==> src/rtl/decode_ctrl_pipe_pkg.sv <==
// riscv_ctrl_pkg: opcode, ALU, result/immediate encodings and the control bundle for decode_ctrl_pipe
package riscv_ctrl_pkg;

    localparam logic [6:0] OPC_LW  = 7'b0000011;
    localparam logic [6:0] OPC_SW  = 7'b0100011;
    localparam logic [6:0] OPC_R   = 7'b0110011;
    localparam logic [6:0] OPC_I   = 7'b0010011;
    localparam logic [6:0] OPC_BEQ = 7'b1100011;
    localparam logic [6:0] OPC_JAL = 7'b1101111;

    localparam logic [2:0] ALU_ADD = 3'b010;
    localparam logic [2:0] ALU_SUB = 3'b110;
    localparam logic [2:0] ALU_AND = 3'b000;
    localparam logic [2:0] ALU_OR  = 3'b001;
    localparam logic [2:0] ALU_SLT = 3'b111;

    typedef enum logic [1:0] {RES_ALU = 2'b00, RES_MEM = 2'b01, RES_PC4 = 2'b10} result_src_t;
    typedef enum logic [1:0] {IMM_I = 2'b00, IMM_S = 2'b01, IMM_B = 2'b10, IMM_J = 2'b11} imm_src_t;
    typedef enum logic [2:0] {OP_LW, OP_SW, OP_R, OP_I, OP_BEQ, OP_JAL, OP_ILL} op_class_t;

    typedef struct packed {
        logic        reg_we;
        logic        mem_we;
        logic        src_b;
        result_src_t result;
        logic        branch;
        logic        jump;
    } ctrl_t;

    function automatic op_class_t classify(input logic [6:0] opc);
        return opc == OPC_LW  ? OP_LW  :
               opc == OPC_SW  ? OP_SW  :
               opc == OPC_R   ? OP_R   :
               opc == OPC_I   ? OP_I   :
               opc == OPC_BEQ ? OP_BEQ :
               opc == OPC_JAL ? OP_JAL : OP_ILL;
    endfunction

endpackage

==> src/rtl/decode_ctrl_pipe_alu_decoder.sv <==
// alu_decoder: maps opcode class, funct3 and funct7[5] to an ALU operation and flags unsupported funct3
module alu_decoder
    import riscv_ctrl_pkg::*;
(
    input  op_class_t  op_class,
    input  logic [2:0] funct3,
    input  logic       funct7_5,
    output logic [2:0] alu_ctrl,
    output logic       illegal_funct
);

    logic arith;

    assign arith = (op_class == OP_R) || (op_class == OP_I);

    always_comb begin
        alu_ctrl      = ALU_AND;
        illegal_funct = 1'b0;
        if (op_class == OP_LW || op_class == OP_SW)
            alu_ctrl = ALU_ADD;
        else if (op_class == OP_BEQ)
            alu_ctrl = ALU_SUB;
        else if (arith)
            case (funct3)
                3'b000:  alu_ctrl = (op_class == OP_R && funct7_5) ? ALU_SUB : ALU_ADD;
                3'b010:  alu_ctrl = ALU_SLT;
                3'b110:  alu_ctrl = ALU_OR;
                3'b111:  alu_ctrl = ALU_AND;
                default: illegal_funct = 1'b1;
            endcase
    end

endmodule

==> src/rtl/decode_ctrl_pipe.sv <==
// decode_ctrl_pipe: RISC-V decode, D->E control register, load-use stall and branch flush; DECODE_CTRL_ILLEGAL_CNT_EN adds an illegal-instruction counter
module decode_ctrl_pipe
    import riscv_ctrl_pkg::*;
#(
    parameter int ALU_CTRL_W    = 3,
    parameter int REG_ADDR_W    = 5,
    parameter int ILLEGAL_CNT_W = 8
) (
    input  logic                     clk,
    input  logic                     rst_n,
    input  logic [31:0]              instr_D,
    input  logic                     valid_D,
    input  logic                     branch_taken_E,
    output logic [1:0]               imm_src_D,
    output logic                     stall_F,
    output logic                     stall_D,
    output logic                     flush_E,
    output logic                     valid_E,
    output logic                     ctrl_register_file_WE_E,
    output logic                     ctrl_data_memory_WE_E,
    output logic                     ctrl_srcB_E,
    output logic [1:0]               ctrl_result_E,
    output logic                     ctrl_branch_E,
    output logic                     ctrl_jump_E,
    output logic [ALU_CTRL_W-1:0]    ctrl_ALU_control_E,
    output logic [REG_ADDR_W-1:0]    rd_E,
    output logic                     illegal_E,
    output logic [ILLEGAL_CNT_W-1:0] illegal_cnt
);

    op_class_t             op_class;
    logic [2:0]            alu_ctrl;
    logic                  illegal_funct;
    logic                  illegal;
    logic                  lw_stall;
    ctrl_t                 ctrl_D;
    ctrl_t                 ctrl_E;
    logic [REG_ADDR_W-1:0] rd_D;
    logic [REG_ADDR_W-1:0] rs1_D;
    logic [REG_ADDR_W-1:0] rs2_D;
    logic                  unused_instr;

    assign op_class     = classify(instr_D[6:0]);
    assign rd_D         = REG_ADDR_W'(instr_D[11:7]);
    assign rs1_D        = REG_ADDR_W'(instr_D[19:15]);
    assign rs2_D        = REG_ADDR_W'(instr_D[24:20]);
    assign unused_instr = ^{instr_D[31], instr_D[29:25]};

    alu_decoder u_alu_decoder (
        .op_class      (op_class),
        .funct3        (instr_D[14:12]),
        .funct7_5      (instr_D[30]),
        .alu_ctrl      (alu_ctrl),
        .illegal_funct (illegal_funct)
    );

    assign illegal = (op_class == OP_ILL) | illegal_funct;

    always_comb begin
        ctrl_D    = '0;
        imm_src_D = IMM_I;
        case (op_class)
            OP_LW:   begin ctrl_D.reg_we = 1'b1; ctrl_D.src_b = 1'b1; ctrl_D.result = RES_MEM; end
            OP_SW:   begin ctrl_D.mem_we = 1'b1; ctrl_D.src_b = 1'b1; imm_src_D = IMM_S; end
            OP_R:    ctrl_D.reg_we = 1'b1;
            OP_I:    begin ctrl_D.reg_we = 1'b1; ctrl_D.src_b = 1'b1; end
            OP_BEQ:  begin ctrl_D.branch = 1'b1; imm_src_D = IMM_B; end
            OP_JAL:  begin ctrl_D.reg_we = 1'b1; ctrl_D.jump = 1'b1; ctrl_D.result = RES_PC4; imm_src_D = IMM_J; end
            default: ctrl_D = '0;
        endcase
        if (illegal)
            ctrl_D = '0;
    end

    // Conservative: both source fields are compared whatever the D opcode
    assign lw_stall = valid_D & valid_E & (ctrl_E.result == RES_MEM) & (rd_E != '0) &
                      ((rd_E == rs1_D) | (rd_E == rs2_D));
    assign stall_F  = lw_stall;
    assign stall_D  = lw_stall;
    assign flush_E  = lw_stall | branch_taken_E;

    always_ff @(posedge clk or negedge rst_n) begin
        if (!rst_n) begin
            ctrl_E             <= '0;
            ctrl_ALU_control_E <= '0;
            rd_E               <= '0;
            valid_E            <= 1'b0;
            illegal_E          <= 1'b0;
        end else if (flush_E) begin
            ctrl_E             <= '0;
            ctrl_ALU_control_E <= '0;
            rd_E               <= '0;
            valid_E            <= 1'b0;
            illegal_E          <= 1'b0;
        end else begin
            ctrl_E             <= valid_D ? ctrl_D : '0;
            ctrl_ALU_control_E <= valid_D ? ALU_CTRL_W'(alu_ctrl) : '0;
            rd_E               <= valid_D ? rd_D : '0;
            valid_E            <= valid_D;
            illegal_E          <= valid_D & illegal;
        end
    end

    assign ctrl_register_file_WE_E = ctrl_E.reg_we;
    assign ctrl_data_memory_WE_E   = ctrl_E.mem_we;
    assign ctrl_srcB_E             = ctrl_E.src_b;
    assign ctrl_result_E           = ctrl_E.result;
    assign ctrl_branch_E           = ctrl_E.branch;
    assign ctrl_jump_E             = ctrl_E.jump;

`ifdef DECODE_CTRL_ILLEGAL_CNT_EN
    always_ff @(posedge clk or negedge rst_n) begin
        if (!rst_n)
            illegal_cnt <= '0;
        else if (valid_D & illegal & ~flush_E & ~&illegal_cnt)
            illegal_cnt <= illegal_cnt + ILLEGAL_CNT_W'(1);
    end
`else
    assign illegal_cnt = '0;
`endif

endmodule

==> config.mk <==
export PLATFORM = sky130hd
export DESIGN_NAME = decode_ctrl_pipe
export DESIGN_NICKNAME = d
export VERILOG_FILES = /design/src/rtl/decode_ctrl_pipe_pkg.sv /design/src/rtl/decode_ctrl_pipe_alu_decoder.sv /design/src/rtl/decode_ctrl_pipe.sv
export SDC_FILE = /design/constraint.sdc
export NUM_CORES = 1
export LEC_CHECK = 0
export CAP_MARGIN = 20
export CORE_MARGIN = 2
export CORE_UTILIZATION = 37
export CTS_BUF_LIST = sky130_fd_sc_hd__clkbuf_8 sky130_fd_sc_hd__clkbuf_16
export CTS_CLUSTER_SIZE = 20
export DETAILED_ROUTE_END_ITERATION = 6
export PLACE_DENSITY = 0.87
export SYNTH_ARGS = -nofsm -noshare
export SYNTH_HDL_FRONTEND = slang
export SYNTH_SLANG_ARGS = --single-unit
==> constraint.sdc <==
create_clock -name clk -period 5.7 [get_ports clk]
set_input_delay 0.855 -clock clk [delete_from_list [all_inputs] [get_ports clk]]
set_output_delay 0.855 -clock clk [all_outputs]
set_load 0.01 [all_outputs]
==> results.md <==
Run status:
- The run finished with clean final reports.

Clocking:
- Buffers inserted during clock tree synthesis total 3.
- The insertion delay of the later-clocked pin in the worst-skew pair is 0.25 ns.
- Buffers inserted to repair hold after CTS numbered 0.
- The clock-pin slew of the registers on the worst-case setup and hold paths is 0.06 ns.
- The clock passes through at most 2 buffers.
- The level count of the clock H-tree is 1.
- The number of buffers added for setup after CTS is 0.
- CTS placed an instance of clkbuf_8 at the clock tree root.
- The TritonCTS sink count is 17.
- TritonCTS built the clock tree.
- The number of gates resized after CTS was 0.

Global route:
- After global routing the overflow that remains totals 0.
- For this run, the total global-route usage over all layers was measured as 0.157.
- The initial antenna violation count is 0.
- The first global-routing pass estimated 3.28 mm of wire.
- The via count of the first global-routing pass is 811.
- Entering global routing, the biggest net connects 21 pins.

Route:
- The final wirelength is 2.30 mm.
- The number of design-rule violations left by the first detailed-router iteration is 9.
- For this block, the via count after detailed routing is 835.
- The average wire per standard cell is 13.5 um.
- The number of nets with antenna violations after routing is 0.
- The first detailed-routing pass took 4 iterations.
- For this run, design rule violations remaining after detail routing come to 0.
- Dividing the detail-routed via count by the number of cells gives 4.91.

Timing:
- The period utilization is 0.727.
- The time the worst path needs with I/O delays and setup is 4.14 ns.
- The final setup violation count is 0.
- The hold violation total from the final report is 0.
- Setup repair after global routing left no endpoint under its margin.
- The post-route setup TNS is 0 ns.
- The worst setup skew after layout is 0.00209 ns.
- The setup slack of the critical path after layout is 1.56 ns.
- The highest achievable clock rate is 0.241 GHz.
- In this run the tightest slew margin relative to its limit is 0.453.
- The number of max-slew violations in the final report is 0.
- At the pin with the least slew margin, the transition time is 0.821 ns.

Cells and area:
- The count of filler cells inserted in the layout is 234.
- After the last flow step, the layout net total stands at 177.
- For this run, the number of standard cells in the final layout without fillers is 170.
- Of the cells placed in the final design, the portion with a size suffix greater than 1 is 0.0500.
- The area added between synthesis and finish is 54.7%.
- The antenna diode instance count is 0.

Critical path:
- The worst register-to-register path ends at ctrl_data_memory_WE_E.
- For the worst flop-to-flop path, the logic depth is 5.
- The worst setup slack for register-to-register paths is 3.59 ns.
- The type of the worst setup path is input port to output pin.
- The maximum net fanout on the critical path is 20.
- The critical register-to-register path startpoint is rd_E[2].
- The endpoint required time on the critical path is 4.85 ns.
- The nature of the critical path startpoint is an input port.
- The last element of the critical path is flush_E.
- The endpoint kind of the worst setup timing path is an output pin.
- The arrival time of the worst setup path is 3.29 ns.
- Tracing the worst setup path back leads to its startpoint at instr_D[22].

Pwr:
- The leakage power of the design is 0.618 nW.
- Of the total power, the share spent switching nets is 0.232.
- IR analysis of the VDD net gives a maximum drop of 0.135 mV.
- The internal portion of the total power is 0.202 mW.
- The sequential group share of total power is 0.477.
- The share of total power dissipated in combinational logic is 0.199.
- Of the total power, the clock network draws 0.324.
- The power density relative to cell area is 176 nW/um2.
- In this run the power spent charging and discharging nets is 0.0611 mW.

Placed design:
- Buffers placed on the I/O ports in this run total 51.
- The cell count after placement is 166.
- The worst slack at placement is 1.54 ns.
- Routability-driven placement finished with a final weighted congestion of 0.822.
- Detailed placement finished with a half-perimeter wire length of 1.85 mm.

Floorplan:
- Pin placement for this block handled 66 I/O pins.
- The vertical die dimension is 55.1 um.
- The core region is 2480 um2.
- Measured along the x axis, the die boundary spans 55.1 um.
- The initialized floorplan defines 18 standard-cell rows.
- The initial utilization of the core area, before any placement, comes to 0.390.
- The area of the die is 3040 um2.

Logic synthesis:
- The mapped netlist covers 966 um2.
- Counting every instance in the synthesized netlist gives 91.
- Synthesis inferred 17 register bits.
- Synthesis instantiated 34 different standard cells from the library.
- The share of the Yosys chip area taken by registers is 0.440.
- The average cell area after synthesis is 10.6 um2.
- For this run, the number of Yosys warnings is 0.

Worst hold path:
- The class of the most critical hold timing path is register to register.

Flow run:
- Across the run, the number of max-cap violations was 0.
cells in the mapped netlist:
library cell | number | share of area
nand3_1 | 4 | 0.021
buf_6 | 1 | 0.012
and3b_1 | 1 | 0.0091
nor2_1 | 5 | 0.019
xor2_1 | 6 | 0.054
and2_1 | 1 | 0.0065
o211a_1 | 1 | 0.010
conb_1 | 1 | 0.0039
nor4b_1 | 1 | 0.0091
o32a_1 | 1 | 0.010
and3_1 | 1 | 0.0065
xnor2_1 | 5 | 0.045
or3b_1 | 1 | 0.0091
nor2b_1 | 1 | 0.0065
buf_2 | 1 | 0.0052
o21ai_0 | 1 | 0.0052
a2111oi_0 | 1 | 0.0091
nor3b_1 | 5 | 0.039
nand4bb_4 | 1 | 0.029
a221oi_4 | 1 | 0.027
a211oi_2 | 1 | 0.013
nand2_1 | 4 | 0.016
dfrtp_1 | 17 | 0.44
or2_2 | 1 | 0.0065
nand4b_1 | 1 | 0.0091
buf_4 | 9 | 0.070
or2_1 | 1 | 0.0065
buf_1 | 1 | 0.0039
o2bb2ai_1 | 1 | 0.0091
nor4_1 | 4 | 0.026
or4_1 | 2 | 0.016
clkbuf_1 | 1 | 0.0039
nand2b_1 | 2 | 0.013
nor3_1 | 6 | 0.031
registers in the layout, summed over array words and instances, names as in the netlist:
register                 flops
ctrl_result_E                2
ctrl_data_memory_WE_E        1
rd_E                         5
illegal_E                    1
ctrl_branch_E                1
ctrl_srcB_E                  1
ctrl_register_file_WE_E      1
ctrl_jump_E                  1
ctrl_ALU_control_E           3
valid_E                      1
per-layer routing:
layer / track usage / share of wire / wire [um] / up-vias
li1: - / - / - / 403
met1: 0.128 / 0.35 / 801 / 380
met2: 0.325 / 0.49 / 1140 / 49
met3: 0.0484 / 0.14 / 332 / 3
met4: 0.0732 / 0.014 / 32 / 0
met5: 0 / 0 / 0 / -
worst max-delay path: stages:
cell and delay (ns):
clkdlybuf4s50_1 0.41, xor2_1 0.15, nor3_1 0.21, nand3_1 0.14
a221oi_4 0.77, or2_2 0.22, clkdlybuf4s50_1 0.53
placed cells by master, fill, tap and decap left out, types with 3 or more instances in the layout:
cell type / count
clkbuf_8: 3
clkdlybuf4s50_1: 51
conb_1: 8
dfrtp_1: 17
nand2_1: 4
nand3_1: 4
nor2_1: 5
nor3_1: 6
nor3b_1: 5
nor4_1: 4
xnor2_1: 5
xor2_1: 6
power groups by stage:
stage               clock network [mW]  logic (mW)  registers [mW]
floorplan                            0      0.0224           0.128
global placement                     0      0.0510           0.127
detailed placement                   0      0.0526           0.128
CTS                             0.0883      0.0530           0.125
global route                    0.0932      0.0569           0.125
finish                          0.0852      0.0523           0.125
metrics by stage:
step	utilization	area [um2]	total power [mW]	hold slack [ns]
after floorplan	-	992	0.151	0.559
after global placement	0.585	1450	0.178	0.740
after detailed placement	0.585	1450	0.180	0.757
after CTS	0.603	1490	0.267	0.771
after global routing	0.603	1490	0.276	0.813
final	0.603	1490	0.263	0.762
layout make-up:
class                      instances  area (um2)  area share
timing repair buffer              51         510       0.342
multi-input combinational         68         475       0.318
sequential                        17         425       0.285
clock inverter                     1        3.75     0.00251
tap                               30        37.5      0.0251
clock buffer                       3        41.3      0.0276
cell families after synthesis:
| family | after synthesis | share of synthesized area |
|---|---|---|
| AND/OR/NAND/NOR | 42 | 0.277 |
| XOR/XNOR | 11 | 0.0997 |
| other | 1 | 0.00388 |
| AO/OA/AOI/OAI | 7 | 0.0842 |
| buffers and inverters | 13 | 0.0945 |
| flip-flops | 17 | 0.440 |
how the worst min path moves through the flow:
| stage | startpoint | to | slack [ns] | cells past startpoint |
|---|---|---|---|---|
| global route | ctrl_result_E[1] | ctrl_result_E[0] | 0.81 | 3 |
| global placement | ctrl_result_E[1] | valid_E | 0.74 | 3 |
| floorplan | rst_n | ctrl_ALU_control_E[0] | 0.56 | 0 |
| finish | ctrl_result_E[1] | ctrl_ALU_control_E[0] | 0.76 | 3 |
| CTS | ctrl_result_E[1] | ctrl_ALU_control_E[0] | 0.77 | 3 |
| detailed placement | ctrl_result_E[1] | ctrl_ALU_control_E[0] | 0.76 | 3 |
No activity file was read; power rests on OpenSTA's default activity.
